===== config.mk =====
export PLATFORM = sky130hd
export DESIGN_NAME = gb_serial_link_flat
export DESIGN_NICKNAME = d
export VERILOG_FILES = /design/src/rtl/gb_serial_link_if.sv /design/src/rtl/gb_serial_link.sv /design/src/flat_wrapper.sv
export SDC_FILE = /design/constraint.sdc
export NUM_CORES = 1
export LEC_CHECK = 0
export ABC_AREA = 1
export CORE_MARGIN = 1
export CORE_UTILIZATION = 46
export CTS_CLUSTER_DIAMETER = 120
export DETAILED_ROUTE_END_ITERATION = 12
export MAX_ROUTING_LAYER = met4
export PLACE_DENSITY_LB_ADDON = 0.1
export RECOVER_POWER = 50
export SYNTH_ARGS = -nofsm -noshare
export SYNTH_HDL_FRONTEND = slang
export SYNTH_SLANG_ARGS = --single-unit

===== constraint.sdc =====
create_clock -name clk -period 3.62 [get_ports clk]
set_input_delay 0.724 -clock clk [delete_from_list [all_inputs] [get_ports clk]]
set_output_delay 0.724 -clock clk [all_outputs]
set_load 0.02 [all_outputs]

===== src/rtl/gb_serial_link_if.sv =====
// CPU-side register bus for the Game Boy link port: SB/SC selects, write strobe, read data and
// the transfer-complete interrupt pulse.
interface gb_serial_link_if;
    logic       cpu_sel_sb;
    logic       cpu_sel_sc;
    logic       cpu_wr;
    logic [7:0] cpu_di;
    logic [7:0] cpu_do;
    logic       irq;

    modport master (
        output cpu_sel_sb,
        output cpu_sel_sc,
        output cpu_wr,
        output cpu_di,
        input  cpu_do,
        input  irq
    );

    modport slave (
        input  cpu_sel_sb,
        input  cpu_sel_sc,
        input  cpu_wr,
        input  cpu_di,
        output cpu_do,
        output irq
    );
endinterface


===== src/rtl/gb_serial_link.sv =====
// Game Boy link port behind SB/SC: internal-clock master or external-clock slave, MSB-first.
// Define SERIAL_CGB_FAST_EN to make SC[1] a writable CGB fast-clock bit (32x internal rate).
module gb_serial_link #(
    parameter int unsigned CLK_DIV     = 512,
    parameter int unsigned SYNC_STAGES = 2
) (
    input  logic            clk,
    input  logic            reset_n,
    gb_serial_link_if.slave cpu,
    input  logic            ser_clk_in,
    input  logic            ser_data_in,
    output logic            ser_clk_out,
    output logic            ser_clk_oe,
    output logic            ser_data_out
);

    localparam int unsigned HalfSlow = CLK_DIV / 2;
    localparam int unsigned DivW     = (HalfSlow > 1) ? $clog2(HalfSlow) : 1;

    typedef enum logic [1:0] {
        StIdle,
        StXferInt,
        StXferExt
    } state_e;

    state_e state_q, state_d;

    logic [7:0]      sb_q, sb_d;
    logic            sc_clk_q, sc_clk_d;
    logic [3:0]      bitcnt_q, bitcnt_d;
    logic [DivW-1:0] div_q, div_d;
    logic            sck_out_q, sck_out_d;
    logic            sout_q, sout_d;
    logic            irq_q, irq_d;
    logic            wr_q;

    logic [SYNC_STAGES-1:0] sck_sync_q;
    logic [SYNC_STAGES-1:0] sin_sync_q;
    logic                   sck_edge_q;

    logic            wr_rise, sb_wr, sc_wr;
    logic            sck_s, sin_s, ext_rise, ext_fall;
    logic            bit_done, sc_start, sc_bit1;
    logic            do_fall, do_rise;
    logic [DivW-1:0] half_m1;

`ifdef SERIAL_CGB_FAST_EN
    localparam int unsigned HalfFast = (CLK_DIV / 64 > 0) ? CLK_DIV / 64 : 1;

    logic sc_fast_q, sc_fast_d;

    assign sc_bit1 = sc_fast_q;
    assign half_m1 = sc_fast_q ? DivW'(HalfFast - 1) : DivW'(HalfSlow - 1);

    always_ff @(posedge clk or negedge reset_n) begin
        if (!reset_n) begin
            sc_fast_q <= 1'b0;
        end else begin
            sc_fast_q <= sc_fast_d;
        end
    end

    always_comb begin
        sc_fast_d = sc_fast_q;
        if (sc_wr) begin
            sc_fast_d = cpu.cpu_di[1];
        end
    end
`else
    assign sc_bit1 = 1'b1;
    assign half_m1 = DivW'(HalfSlow - 1);
`endif

    // Writes act once per strobe rising edge; cpu_wr may be held for several cycles.
    assign wr_rise = cpu.cpu_wr & ~wr_q;
    assign sb_wr   = wr_rise & cpu.cpu_sel_sb;
    assign sc_wr   = wr_rise & cpu.cpu_sel_sc;

    assign sck_s    = sck_sync_q[SYNC_STAGES-1];
    assign sin_s    = sin_sync_q[SYNC_STAGES-1];
    assign ext_rise = sck_s & ~sck_edge_q;
    assign ext_fall = ~sck_s & sck_edge_q;

    assign bit_done = (bitcnt_q == 4'd8);
    assign sc_start = (state_q != StIdle);

    // Peer clock and data idle high, so the synchronisers reset high to avoid a phantom edge.
    always_ff @(posedge clk or negedge reset_n) begin
        if (!reset_n) begin
            sck_sync_q <= '1;
            sin_sync_q <= '1;
            sck_edge_q <= 1'b1;
            wr_q       <= 1'b0;
        end else begin
            sck_sync_q <= {sck_sync_q[SYNC_STAGES-2:0], ser_clk_in};
            sin_sync_q <= {sin_sync_q[SYNC_STAGES-2:0], ser_data_in};
            sck_edge_q <= sck_s;
            wr_q       <= cpu.cpu_wr;
        end
    end

    always_ff @(posedge clk or negedge reset_n) begin
        if (!reset_n) begin
            state_q <= StIdle;
        end else begin
            state_q <= state_d;
        end
    end

    always_comb begin
        state_d = state_q;
        if (sc_wr) begin
            if (cpu.cpu_di[7]) begin
                state_d = cpu.cpu_di[0] ? StXferInt : StXferExt;
            end else begin
                state_d = StIdle;
            end
        end else if (sc_start && bit_done) begin
            state_d = StIdle;
        end
    end

    always_comb begin
        sb_d      = sb_q;
        sc_clk_d  = sc_clk_q;
        bitcnt_d  = bitcnt_q;
        div_d     = div_q;
        sck_out_d = sck_out_q;
        sout_d    = sout_q;
        irq_d     = 1'b0;
        do_fall   = 1'b0;
        do_rise   = 1'b0;

        unique case (state_q)
            StIdle: begin
                if (sb_wr) begin
                    sb_d = cpu.cpu_di;
                end
            end
            StXferInt: begin
                if (!bit_done) begin
                    if (div_q == half_m1) begin
                        div_d     = '0;
                        sck_out_d = ~sck_out_q;
                        do_fall   = sck_out_q;
                        do_rise   = ~sck_out_q;
                    end else begin
                        div_d = div_q + DivW'(1);
                    end
                end else begin
                    irq_d = 1'b1;
                end
            end
            StXferExt: begin
                if (!bit_done) begin
                    do_fall = ext_fall;
                    do_rise = ext_rise;
                end else begin
                    irq_d = 1'b1;
                end
            end
            default: ;
        endcase

        if (do_fall) begin
            sout_d = sb_q[7];
        end
        if (do_rise) begin
            sb_d     = {sb_q[6:0], sin_s};
            bitcnt_d = bitcnt_q + 4'd1;
        end

        // An SC write beats a same-cycle shift or completion; the partial byte is kept.
        if (sc_wr) begin
            sc_clk_d  = cpu.cpu_di[0];
            bitcnt_d  = 4'd0;
            div_d     = '0;
            sck_out_d = 1'b1;
            irq_d     = 1'b0;
            if (sc_start) begin
                sb_d = sb_q;
            end
        end
    end

    always_ff @(posedge clk or negedge reset_n) begin
        if (!reset_n) begin
            sb_q      <= 8'h00;
            sc_clk_q  <= 1'b0;
            bitcnt_q  <= 4'd0;
            div_q     <= '0;
            sck_out_q <= 1'b1;
            sout_q    <= 1'b1;
            irq_q     <= 1'b0;
        end else begin
            sb_q      <= sb_d;
            sc_clk_q  <= sc_clk_d;
            bitcnt_q  <= bitcnt_d;
            div_q     <= div_d;
            sck_out_q <= sck_out_d;
            sout_q    <= sout_d;
            irq_q     <= irq_d;
        end
    end

    always_comb begin
        cpu.cpu_do = 8'hFF;
        if (cpu.cpu_sel_sb) begin
            cpu.cpu_do = sb_q;
        end else if (cpu.cpu_sel_sc) begin
            cpu.cpu_do = {sc_start, 5'h1F, sc_bit1, sc_clk_q};
        end
    end

    assign cpu.irq      = irq_q;
    assign ser_clk_out  = sck_out_q;
    assign ser_clk_oe   = sc_clk_q;
    assign ser_data_out = sout_q;

endmodule

===== src/flat_wrapper.sv =====
// flat-port wrapper written by rule: the top's interface ports become plain ports
module gb_serial_link_flat 
#(
    parameter int unsigned CLK_DIV     = 512,
    parameter int unsigned SYNC_STAGES = 2
)
  (clk, reset_n, ser_clk_in, ser_data_in, ser_clk_out, ser_clk_oe, ser_data_out, cpu_cpu_sel_sb, cpu_cpu_sel_sc, cpu_cpu_wr, cpu_cpu_di, cpu_cpu_do, cpu_irq);
  gb_serial_link_if cpu_i ();
  input  logic clk;
  input  logic reset_n;
  input  logic ser_clk_in;
  input  logic ser_data_in;
  output logic ser_clk_out;
  output logic ser_clk_oe;
  output logic ser_data_out;
  input wire logic [$bits(cpu_i.cpu_sel_sb)-1:0] cpu_cpu_sel_sb;
  input wire logic [$bits(cpu_i.cpu_sel_sc)-1:0] cpu_cpu_sel_sc;
  input wire logic [$bits(cpu_i.cpu_wr)-1:0] cpu_cpu_wr;
  input wire logic [$bits(cpu_i.cpu_di)-1:0] cpu_cpu_di;
  output wire logic [$bits(cpu_i.cpu_do)-1:0] cpu_cpu_do;
  output wire logic [$bits(cpu_i.irq)-1:0] cpu_irq;
  assign cpu_i.cpu_sel_sb = cpu_cpu_sel_sb;
  assign cpu_i.cpu_sel_sc = cpu_cpu_sel_sc;
  assign cpu_i.cpu_wr = cpu_cpu_wr;
  assign cpu_i.cpu_di = cpu_cpu_di;
  assign cpu_cpu_do = cpu_i.cpu_do;
  assign cpu_irq = cpu_i.irq;
  gb_serial_link #(.CLK_DIV(CLK_DIV), .SYNC_STAGES(SYNC_STAGES)) u_core (.clk(clk), .reset_n(reset_n), .cpu(cpu_i), .ser_clk_in(ser_clk_in), .ser_data_in(ser_data_in), .ser_clk_out(ser_clk_out), .ser_clk_oe(ser_clk_oe), .ser_data_out(ser_data_out));
endmodule

==> flow_metrics.tcl, run 1 <==
set metrics [dict create \
    ys_warn_count 0 \
    dp_slack_ns 0.648 \
    numPortBuffers 26 \
    wl_met1_um 1570 \
    crit_buf_inv 3 \
    synthSimpleGateAreaFrac_pct 33.2 \
    io_pins 27 \
    skew_ns 0.00434 \
    firstDrtPassIters 4 \
    synth_ff_type "dfrtp_1" \
    syn_to_final_growth_pct 22.0 \
    layout_commonest_cell "nand2_1" \
    path_clk_slew_ns 0.06 \
    nets 253 \
    drt_wl_total_um 3480 \
    place_area_um2 2030 \
    drc 0 \
    crit_top_cell "clkdlybuf4s50_1" \
    vias_per_cell 5.13 \
    fin_crit_ns 2.97 \
    finalHoldViolCount 0 \
    period_share_pct 82.0 \
    synth_nets 222 \
    cp_max_fo 10 \
    power.density_nw_per_um2 599 \
    place_congestion 0.833 \
    num_vias 1431 \
    ys_seq_elements 32 \
    grt_pass1_wl_um 6140 \
    fmax_mhz 337 \
    ys_types 32 \
    dp_hpwl_um 2570 \
    cp.required_ns 2.90 \
    grt_usage_pct 20.3 \
    initial_utilization_pct 49.8 \
    n_fill_cell 306 \
    die_width_um 63.3 \
    yosys.area_share.adder_pct 4.35 \
    worstPathArrival_ns 2.24 \
    violations "max-capacitance violations, max-slew violations" \
    crit_path_start_kind "primary input" \
    setup_violations 0 \
    synth_edf_count 0 \
    dieArea_um2 4000 \
    synth_compound_area_share_pct 8.99 \
    cts.sinks 32 \
    cts.path.max_buffers 2 \
    dr.max_layer_used "met4" \
    max_stage_delay_ns 0.63 \
    cts.repair.resized 0 \
    slew_headroom_pct -12.8 \
    die_height_um 63.3 \
    setup_slack_ns 0.653 \
    route.met2.wl_um 1700 \
    core_area_um2 3470 \
    worst_pin_slew_ns 1.69 \
    grt_antenna_before_repair 0 \
    drtIter0Drc 96 \
    synth-xor-area-share_pct 1.52 \
    hold_class "reg2reg" \
    stdcell_area_um2 2110 \
    finalMaxSlewViolations 33 \
    tns_ns 0 \
    synth_area_per_cell_um2 8.59 \
    wl_met3_um 185 \
    outcome "finished, violations left" \
    grt_pass1_vias 1330 \
    seq_area_frac_synth_pct 46.9 \
    synthMuxAreaShare_pct 0 \
    maxCapViolations 1 \
    endpoint_kind "output port" \
    routedWlPerCell_um 12.5 \
    syn_inst 201 \
    slowest_stage "clkdlybuf4s50_1" \
    grt_max_degree 33 \
    drtAntennaViolNets 0 \
    synth_top_family_by_area "simple AND/OR/NAND/NOR gates" \
    crit_family "buffers and inverters" \
    postCtsSetupRepairBufs 0 \
    criticalPathCategory "in2out" \
    hold_buffers 0 \
    cts_tree "yes" \
    total_leakage_power_nw 1.01 \
    finalPower_mw 1.26 \
    clk_latency_ns 0.28 \
    rows 21 \
    max-vdd-ir-drop_v 0.000358 \
    grt_setup_unrepaired "no" \
    n_antenna_cell 0 \
    netlist_area_um2 1730 \
    grt_overflow 0 \
    h-tree-depth 2 \
    numCtsBuffers 5 \
    synthArstFlopShare_pct 100 \
    worstPathCellList "clkdlybuf4s50_1 > inv_1 > nor2_1 > a31oi_1 > clkdlybuf4s50_1" \
    final_cell_mix "68 x nand2_1, 25 x dfrtp_1, 22 x clkdlybuf4s50_1" \
    drive_gt1_share_pct 16.3 \
    root_buffer "clkbuf_8" \
]
## state kept, by name, summed over array words and instances (netlist names)
register / count
u_core.div_q: 8
u_core.sb_q: 8
u_core.bitcnt_q: 4
u_core.sck_sync_q: 2
u_core.sin_sync_q: 2
u_core.state_q: 2
u_core.cpu.irq: 1
u_core.sck_edge_q: 1
u_core.ser_clk_oe: 1
u_core.ser_clk_out: 1
u_core.ser_data_out: 1
u_core.wr_q: 1
## routing by layer
| layer | vias up | GRT usage, % |
|---|---|---|
| li1 | 712 | - |
| met1 | 679 | 25.2 |
| met2 | 36 | 32.5 |
| met3 | 4 | 5.80 |
| met4 | 0 | 5.11 |
| met5 | - | - |
## area by class of cell
type                    count  area [um^2]  area share [%]
flip-flops and latches     32          810            38.4
multi-input cells         150          830            39.4
well taps                  46         57.6            2.73
clock inverters             1         5.00           0.238
inverters                  15         56.3            2.67
repair buffers             28          272            12.9
clock buffers               7         76.3            3.62
## cells in the mapped netlist (2+ instances only)
cell / instances / area share, %
nor3_1: 4 / 1.2
o21ai_2: 3 / 1.5
a31oi_1: 3 / 1.1
ha_1: 6 / 4.3
nand2_4: 2 / 1.3
o22ai_1: 2 / 0.72
dfrtp_1: 25 / 36
nor2_4: 2 / 1.3
dfstp_2: 7 / 11
inv_1: 13 / 2.8
nor2_1: 10 / 2.2
or2_2: 6 / 2.2
nand3_1: 17 / 4.9
a21oi_1: 5 / 1.4
buf_4: 2 / 0.87
xor2_1: 3 / 1.5
nand3_2: 4 / 2.3
nand2_1: 68 / 15
o21ai_0: 3 / 0.87
nand2_2: 3 / 1.1
inv_2: 2 / 0.43
## kinds of logic after synthesis
kind of cell               after synthesis
DFF                                     32
adders and majority gates                6
buffers and inverters                   19
xor gates and xnor gates                 3
AOI/OAI and AO/OA                       22
and+or+nand+nor                        119
## where the power goes
| group | switching, mW | internal (mW) | total [mW] |
|---|---|---|---|
| Combinational | 0.254 | 0.196 | 0.450 |
| Clock | 0.123 | 0.135 | 0.258 |
| Sequential | 0.0822 | 0.471 | 0.554 |
## worst paths after layout
path,cells past startpoint,endpoint,from,slack (ns)
hold reg to reg,0,u_core.sin_sync_q[1]$_DFF_PN1_,u_core.sin_sync_q[0]$_DFF_PN1_,0.36
setup / recovery,5,cpu_cpu_do[0],cpu_cpu_sel_sb,0.65
setup reg to reg,9,u_core.sb_q[1]$_DFFE_PN0P_,u_core.state_q[1]$_DFFE_PN0P_,1.50
max in group asynchronous,2,u_core.div_q[0]$_DFFE_PN0P_,reset_n,1.22
min in group asynchronous,2,u_core.div_q[7]$_DFFE_PN0P_,reset_n,1.41
hold / removal,0,u_core.sin_sync_q[1]$_DFF_PN1_,u_core.sin_sync_q[0]$_DFF_PN1_,0.36
## metrics by stage
stage,instances,util [%],hold slack [ns]
after floorplan,201,-,0.345
after global placement,271,58.5,0.346
after detailed placement,271,58.5,0.349
after CTS,279,60.8,0.358
after global routing,279,60.7,0.367
final,279,60.7,0.358
Note: power is estimated with default switching activity, not from simulation.
==> inputs of run 2 (changes only) <==
==> constraint.sdc (replaced) <==
create_clock -name clk -period 2.65 [get_ports clk]
set_input_delay 0.53 -clock clk [delete_from_list [all_inputs] [get_ports clk]]
set_output_delay 0.53 -clock clk [all_outputs]
set_load 0.02 [all_outputs]
==> run 2 against run 1 <==
Against the previous run: routed wire length grew 4.3%; combinational power grew 39%; core utilization grew 1.5 points; largest cell class unchanged; non-clock buffer count grew 1; via count grew 1.8%; hold slack lost 0.0019 ns; sequential share of layout area shrank 0.94 points; die area is the same; the run still ends with max-capacitance violations, max-slew violations left; critical path type unchanged.
==> flow_metrics.tcl, run 2 (synthesized netlist as in run 1, its figures left out) <==
set metrics [dict create \
    cts.path.max_buffers 2 \
    vias_per_cell 5.20 \
    grt-busiest-layer "met2" \
    max_stage_delay_ns 0.63 \
    skew_ns 0.00411 \
    io_pins 27 \
    r2r_slack_ns 0.82 \
    cts.repair.resized 0 \
    drtIter0Drc 58 \
    final_util_pct 62.2 \
    cts.sinks 32 \
    numCtsBuffers 5 \
    layout_commonest_cell "nand2_1" \
    met3_usage_pct 5.80 \
    num_vias 1457 \
    place_congestion 0.806 \
    postCtsSetupRepairBufs 0 \
    syn_to_final_growth_pct 25.0 \
    fmax_mhz 394 \
    cp.required_ns 2.12 \
    cts_tree "yes" \
    drc 0 \
    die_height_um 63.3 \
    rows 21 \
    slowest_stage "clkdlybuf4s50_1" \
    gr-usage-met1_pct 27.3 \
    crit_path_start_kind "primary input" \
    reg.largest.list "u_core.div_q x8, u_core.sb_q x8, u_core.bitcnt_q x4" \
    finalNonFillerCells 280 \
    firstDrtPassIters 4 \
    die_width_um 63.3 \
    n_antenna_cell 0 \
    violations "max-capacitance violations, max-slew violations" \
    numPortBuffers 26 \
    dp.cells 272 \
    slew_headroom_pct -14.0 \
    total_leakage_power_nw 1.04 \
    fin_crit_ns 2.54 \
    drt_wl_total_um 3630 \
    endpoint_kind "output port" \
    drtAntennaViolNets 0 \
    crit_buf_inv 3 \
    hold_buffers 0 \
    grt_pass1_wl_um 6510 \
    nets 254 \
    cp_max_fo 10 \
    routedWlPerCell_um 13.0 \
    tns_ns 0 \
    met2_usage_pct 33.9 \
    grt_pass1_vias 1419 \
    dp_hpwl_um 2640 \
    criticalPathCategory "in2out" \
    grt_usage_pct 22.0 \
    final_cell_mix "68 x nand2_1, 25 x dfrtp_1, 22 x clkdlybuf4s50_1" \
    worstPathArrival_ns 2.01 \
    setup_violations 0 \
    core_area_um2 3470 \
    maxCapViolations 1 \
    worst_pin_slew_ns 1.71 \
    drive_gt1_share_pct 17.5 \
    root_buffer "clkbuf_8" \
    max-vdd-ir-drop_v 0.000391 \
    grt_setup_unrepaired "no" \
    period_share_pct 95.8 \
    crit_top_cell "clkdlybuf4s50_1" \
    grt_max_degree 33 \
    finalMaxSlewViolations 33 \
    worstPathCellList "clkdlybuf4s50_1 > inv_1 > nor2_1 > a31oi_1 > clkdlybuf4s50_1" \
    path_clk_slew_ns 0.06 \
    hold_class "reg2reg" \
    outcome "finished, violations left" \
    initial_utilization_pct 49.8 \
    grt_overflow 0 \
    dieArea_um2 4000 \
    finalHoldViolCount 0 \
    h-tree-depth 2 \
    power.density_nw_per_um2 878 \
    clk_latency_ns 0.28 \
    crit_family "buffers and inverters" \
    grt_antenna_before_repair 0 \
]
## run 2: changes by cell type in the layout (fill, tap and decap cells not counted)
| cell | delta |
|---|---|
| buf_4 | +1 |
| bufinv_16 | +1 |
| clkbuf_1 | -2 |
| clkbuf_8 | +2 |
| clkinv_2 | -1 |
## run 2: area by class of cell
| type | count | area (um^2) |
|---|---|---|
| well taps | 46 | 57.6 |
| clock inverters | 1 | 30.0 |
| flip-flops and latches | 32 | 810 |
| fillers | 326 | 1310 |
| inverters | 15 | 56.3 |
| multi-input cells | 150 | 830 |
| clock buffers | 7 | 96.3 |
| repair buffers | 29 | 279 |
## run 2: final timing paths
path,from,endpoint,cells past startpoint
setup / recovery,cpu_cpu_sel_sb,cpu_cpu_do[0],5
hold / removal,u_core.sin_sync_q[0]$_DFF_PN1_,u_core.sin_sync_q[1]$_DFF_PN1_,0
hold reg to reg,u_core.sin_sync_q[0]$_DFF_PN1_,u_core.sin_sync_q[1]$_DFF_PN1_,0
max in group asynchronous,reset_n,u_core.div_q[7]$_DFFE_PN0P_,2
min in group asynchronous,reset_n,u_core.div_q[5]$_DFFE_PN0P_,2
setup reg to reg,u_core.state_q[0]$_DFFE_PN0P_,u_core.sb_q[5]$_DFFE_PN0P_,10
## run 2: routing by layer
layer	wire length [um]	vias to the layer above
met5	0	-
met4	68	0
met3	227	5
met2	1730	53
met1	1600	687
li1	-	712
## run 2: stage by stage
stage | power [mW] | area, um^2 | setup WS (ns) | hold slack, ns
2_1_floorplan | 1.17 | 1730 | 1.03 | 0.234
3_3_place_gp | 1.37 | 2040 | 0.140 | 0.346
3_5_place_dp | 1.40 | 2040 | 0.102 | 0.347
4_1_cts | 1.91 | 2160 | 0.0990 | 0.357
5_1_grt | 2.03 | 2160 | 0.0495 | 0.365
6_report | 1.90 | 2160 | 0.111 | 0.356
## run 2: power breakdown
| group | total, mW | leakage (nW) | switching, mW | internal [mW] |
|---|---|---|---|---|
| sequential | 0.759 | 0.395 | 0.115 | 0.644 |
| clock | 0.510 | 0.0645 | 0.179 | 0.332 |
| combinational | 0.627 | 0.577 | 0.353 | 0.274 |
| total | 1.90 | 1.04 | 0.646 | 1.25 |
==> inputs of run 3 (changes only) <==
--- a/config.mk
+++ b/config.mk
@@ -6,10 +6,13 @@
 export NUM_CORES = 1
 export LEC_CHECK = 0
 export ABC_AREA = 1
+export CAP_MARGIN = 20
 export CORE_MARGIN = 1
 export CORE_UTILIZATION = 46
 export CTS_CLUSTER_DIAMETER = 120
 export DETAILED_ROUTE_END_ITERATION = 12
+export DONT_BUFFER_PORTS = 1
+export GPL_ROUTABILITY_DRIVEN = 0
 export MAX_ROUTING_LAYER = met4
 export PLACE_DENSITY_LB_ADDON = 0.1
 export RECOVER_POWER = 50
==> run 3 against run 2 <==
Against the previous run: first-iteration DRC count is 22% higher; sequential power is 5.1% higher; the flow now finishes without violations; via count is 9.8% lower; routed wire length is 5.4% lower; register-to-register slack better by 0.02 ns.
==> flow_metrics.tcl, run 3 (synthesized netlist as in run 1, its figures left out) <==
set metrics [dict create \
    cp_max_fo 4 \
    final_cell_mix "68 x nand2_1, 25 x dfrtp_1, 17 x nand3_1" \
    cts.sinks 32 \
    num_vias 1314 \
    drc 0 \
    grt_setup_unrepaired "no" \
    drive_gt1_share_pct 19.7 \
    clk_latency_ns 0.28 \
    grt_pass1_wl_um 5930 \
    setup_violations 0 \
    cts_tree "yes" \
    seq_area_um2 810 \
    vias_per_cell 5.17 \
    drtAntennaViolNets 0 \
    max-vdd-ir-drop_v 0.000486 \
    hold_class "in2async" \
    finalMaxSlewViolations 0 \
    core_area_um2 3470 \
    grt_usage_pct 20.0 \
    max_stage_delay_ns 0.47 \
    cts.path.max_buffers 2 \
    path_clk_slew_ns 0.07 \
    fmax_mhz 509 \
    dp_slack_ns 0.842 \
    grt_max_degree 26 \
    power.density_nw_per_um2 884 \
    die_width_um 63.3 \
    period_share_pct 74.2 \
    slew_headroom_pct 10.5 \
    nets 228 \
    grt_antenna_before_repair 0 \
    dp_hpwl_um 2480 \
    multi_input_area_um2 830 \
    n_antenna_cell 0 \
    routedWlPerCell_um 13.5 \
    total_leakage_power_nw 0.920 \
    n_fill_cell 342 \
    criticalPathCategory "reg2out" \
    crit_path_start_kind "flop" \
    io_pins 27 \
    tns_ns 0 \
    cts.repair.resized 0 \
    slowest_stage "a31oi_1" \
    grt_pass1_vias 1224 \
    firstDrtPassIters 4 \
    worst_pin_slew_ns 1.34 \
    drtIter0Drc 71 \
    h-tree-depth 2 \
    outcome "complete, no violations" \
    die_height_um 63.3 \
    skew_ns 0.00515 \
    initial_utilization_pct 49.8 \
    rows 21 \
    layout_commonest_cell "nand2_1" \
    dieArea_um2 4000 \
    root_buffer "clkbuf_8" \
    syn_to_final_growth_pct 7.97 \
    endpoint_kind "output port" \
    grt_overflow 0 \
    finalHoldViolCount 0 \
    cp.required_ns 2.12 \
    drt_wl_total_um 3430 \
    fin_crit_ns 1.97 \
    finalPower_mw 1.65 \
    numPortBuffers 0 \
    numCtsBuffers 5 \
    maxCapViolations 0 \
    worstPathArrival_ns 1.44 \
    worstPathCellList "inv_1 > ha_1 > a31oi_1" \
    reg.largest.list "u_core.div_q x8, u_core.sb_q x8, u_core.bitcnt_q x4" \
    setup_slack_ns 0.684 \
]
## run 3: changes by cell type in the layout (fill, tap and decap cells not counted)
cell / delta
clkdlybuf4s50_1: -22
dlygate4sd3_1: -4
clkinv_2: +2
bufinv_16: -1
clkbuf_8: -1
## run 3: layer usage
metal / vias up / track usage (%) / routed length [um]
met5: - / - / 0
met4: 0 / 6.82 / 43
met3: 7 / 5.43 / 238
met2: 35 / 28.5 / 1470
met1: 608 / 27.4 / 1680
li1: 664 / - / -
## run 3: final cells by class
cell class | count | area share, %
clock inverter | 2 | 0.537
sequential | 32 | 43.4
tap | 46 | 3.09
clock buffer | 6 | 4.43
timing repair buffer | 3 | 1.01
inverter | 15 | 3.02
multi-input combinational | 150 | 44.5
## run 3: final timing paths
kind                                                   to  depth (start not counted)                           start  slack (ns)
max                                         cpu_cpu_do[7]                          3   u_core.state_q[0]$_DFFE_PN0P_        0.68
min                        u_core.sck_sync_q[0]$_DFF_PN1_                          0                         reset_n        0.09
max reg2reg                u_core.ser_clk_out$_DFFE_PN1P_                          8  u_core.bitcnt_q[0]$_DFFE_PN0P_        0.84
min reg2reg                u_core.sin_sync_q[1]$_DFF_PN1_                          0  u_core.sin_sync_q[0]$_DFF_PN1_        0.36
max in group asynchronous      u_core.sb_q[5]$_DFFE_PN0P_                          1                         reset_n        1.33
min in group clk           u_core.sck_sync_q[0]$_DFF_PN1_                          0                      ser_clk_in        0.24
## run 3: critical path, delay by kind of cell, from the launching register on
family / cells / cell delay [ns]
AO/OA/AOI/OAI: 1 / 0.47
adder cells (fa/ha/maj): 1 / 0.26
flip-flops: 1 / 0.35
buffers and inverters: 1 / 0.08
## run 3: what timing repair did
action,4_1_cts,5_1_grt
hold buffers,1,0
hold endpoints to repair,25,0
setup buffers,0,0
## run 3: power by group
part	leakage, nW	switching (mW)	internal [mW]
registers	0.395	0.153	0.645
clock network	0.0510	0.174	0.207
logic	0.474	0.295	0.173
## run 3: per-stage QoR
step | util (%) | hold slack [ns] | std cells | area [um^2]
3_5_place_dp | 51.0 | 0.235 | 245 | 1770
2_1_floorplan | - | 0.234 | 201 | 1730
4_1_cts | 54.2 | 0.0532 | 254 | 1880
5_1_grt | 53.8 | 0.0648 | 254 | 1860
6_report | 53.8 | 0.0851 | 254 | 1860
3_3_place_gp | 51.0 | 0.235 | 245 | 1770
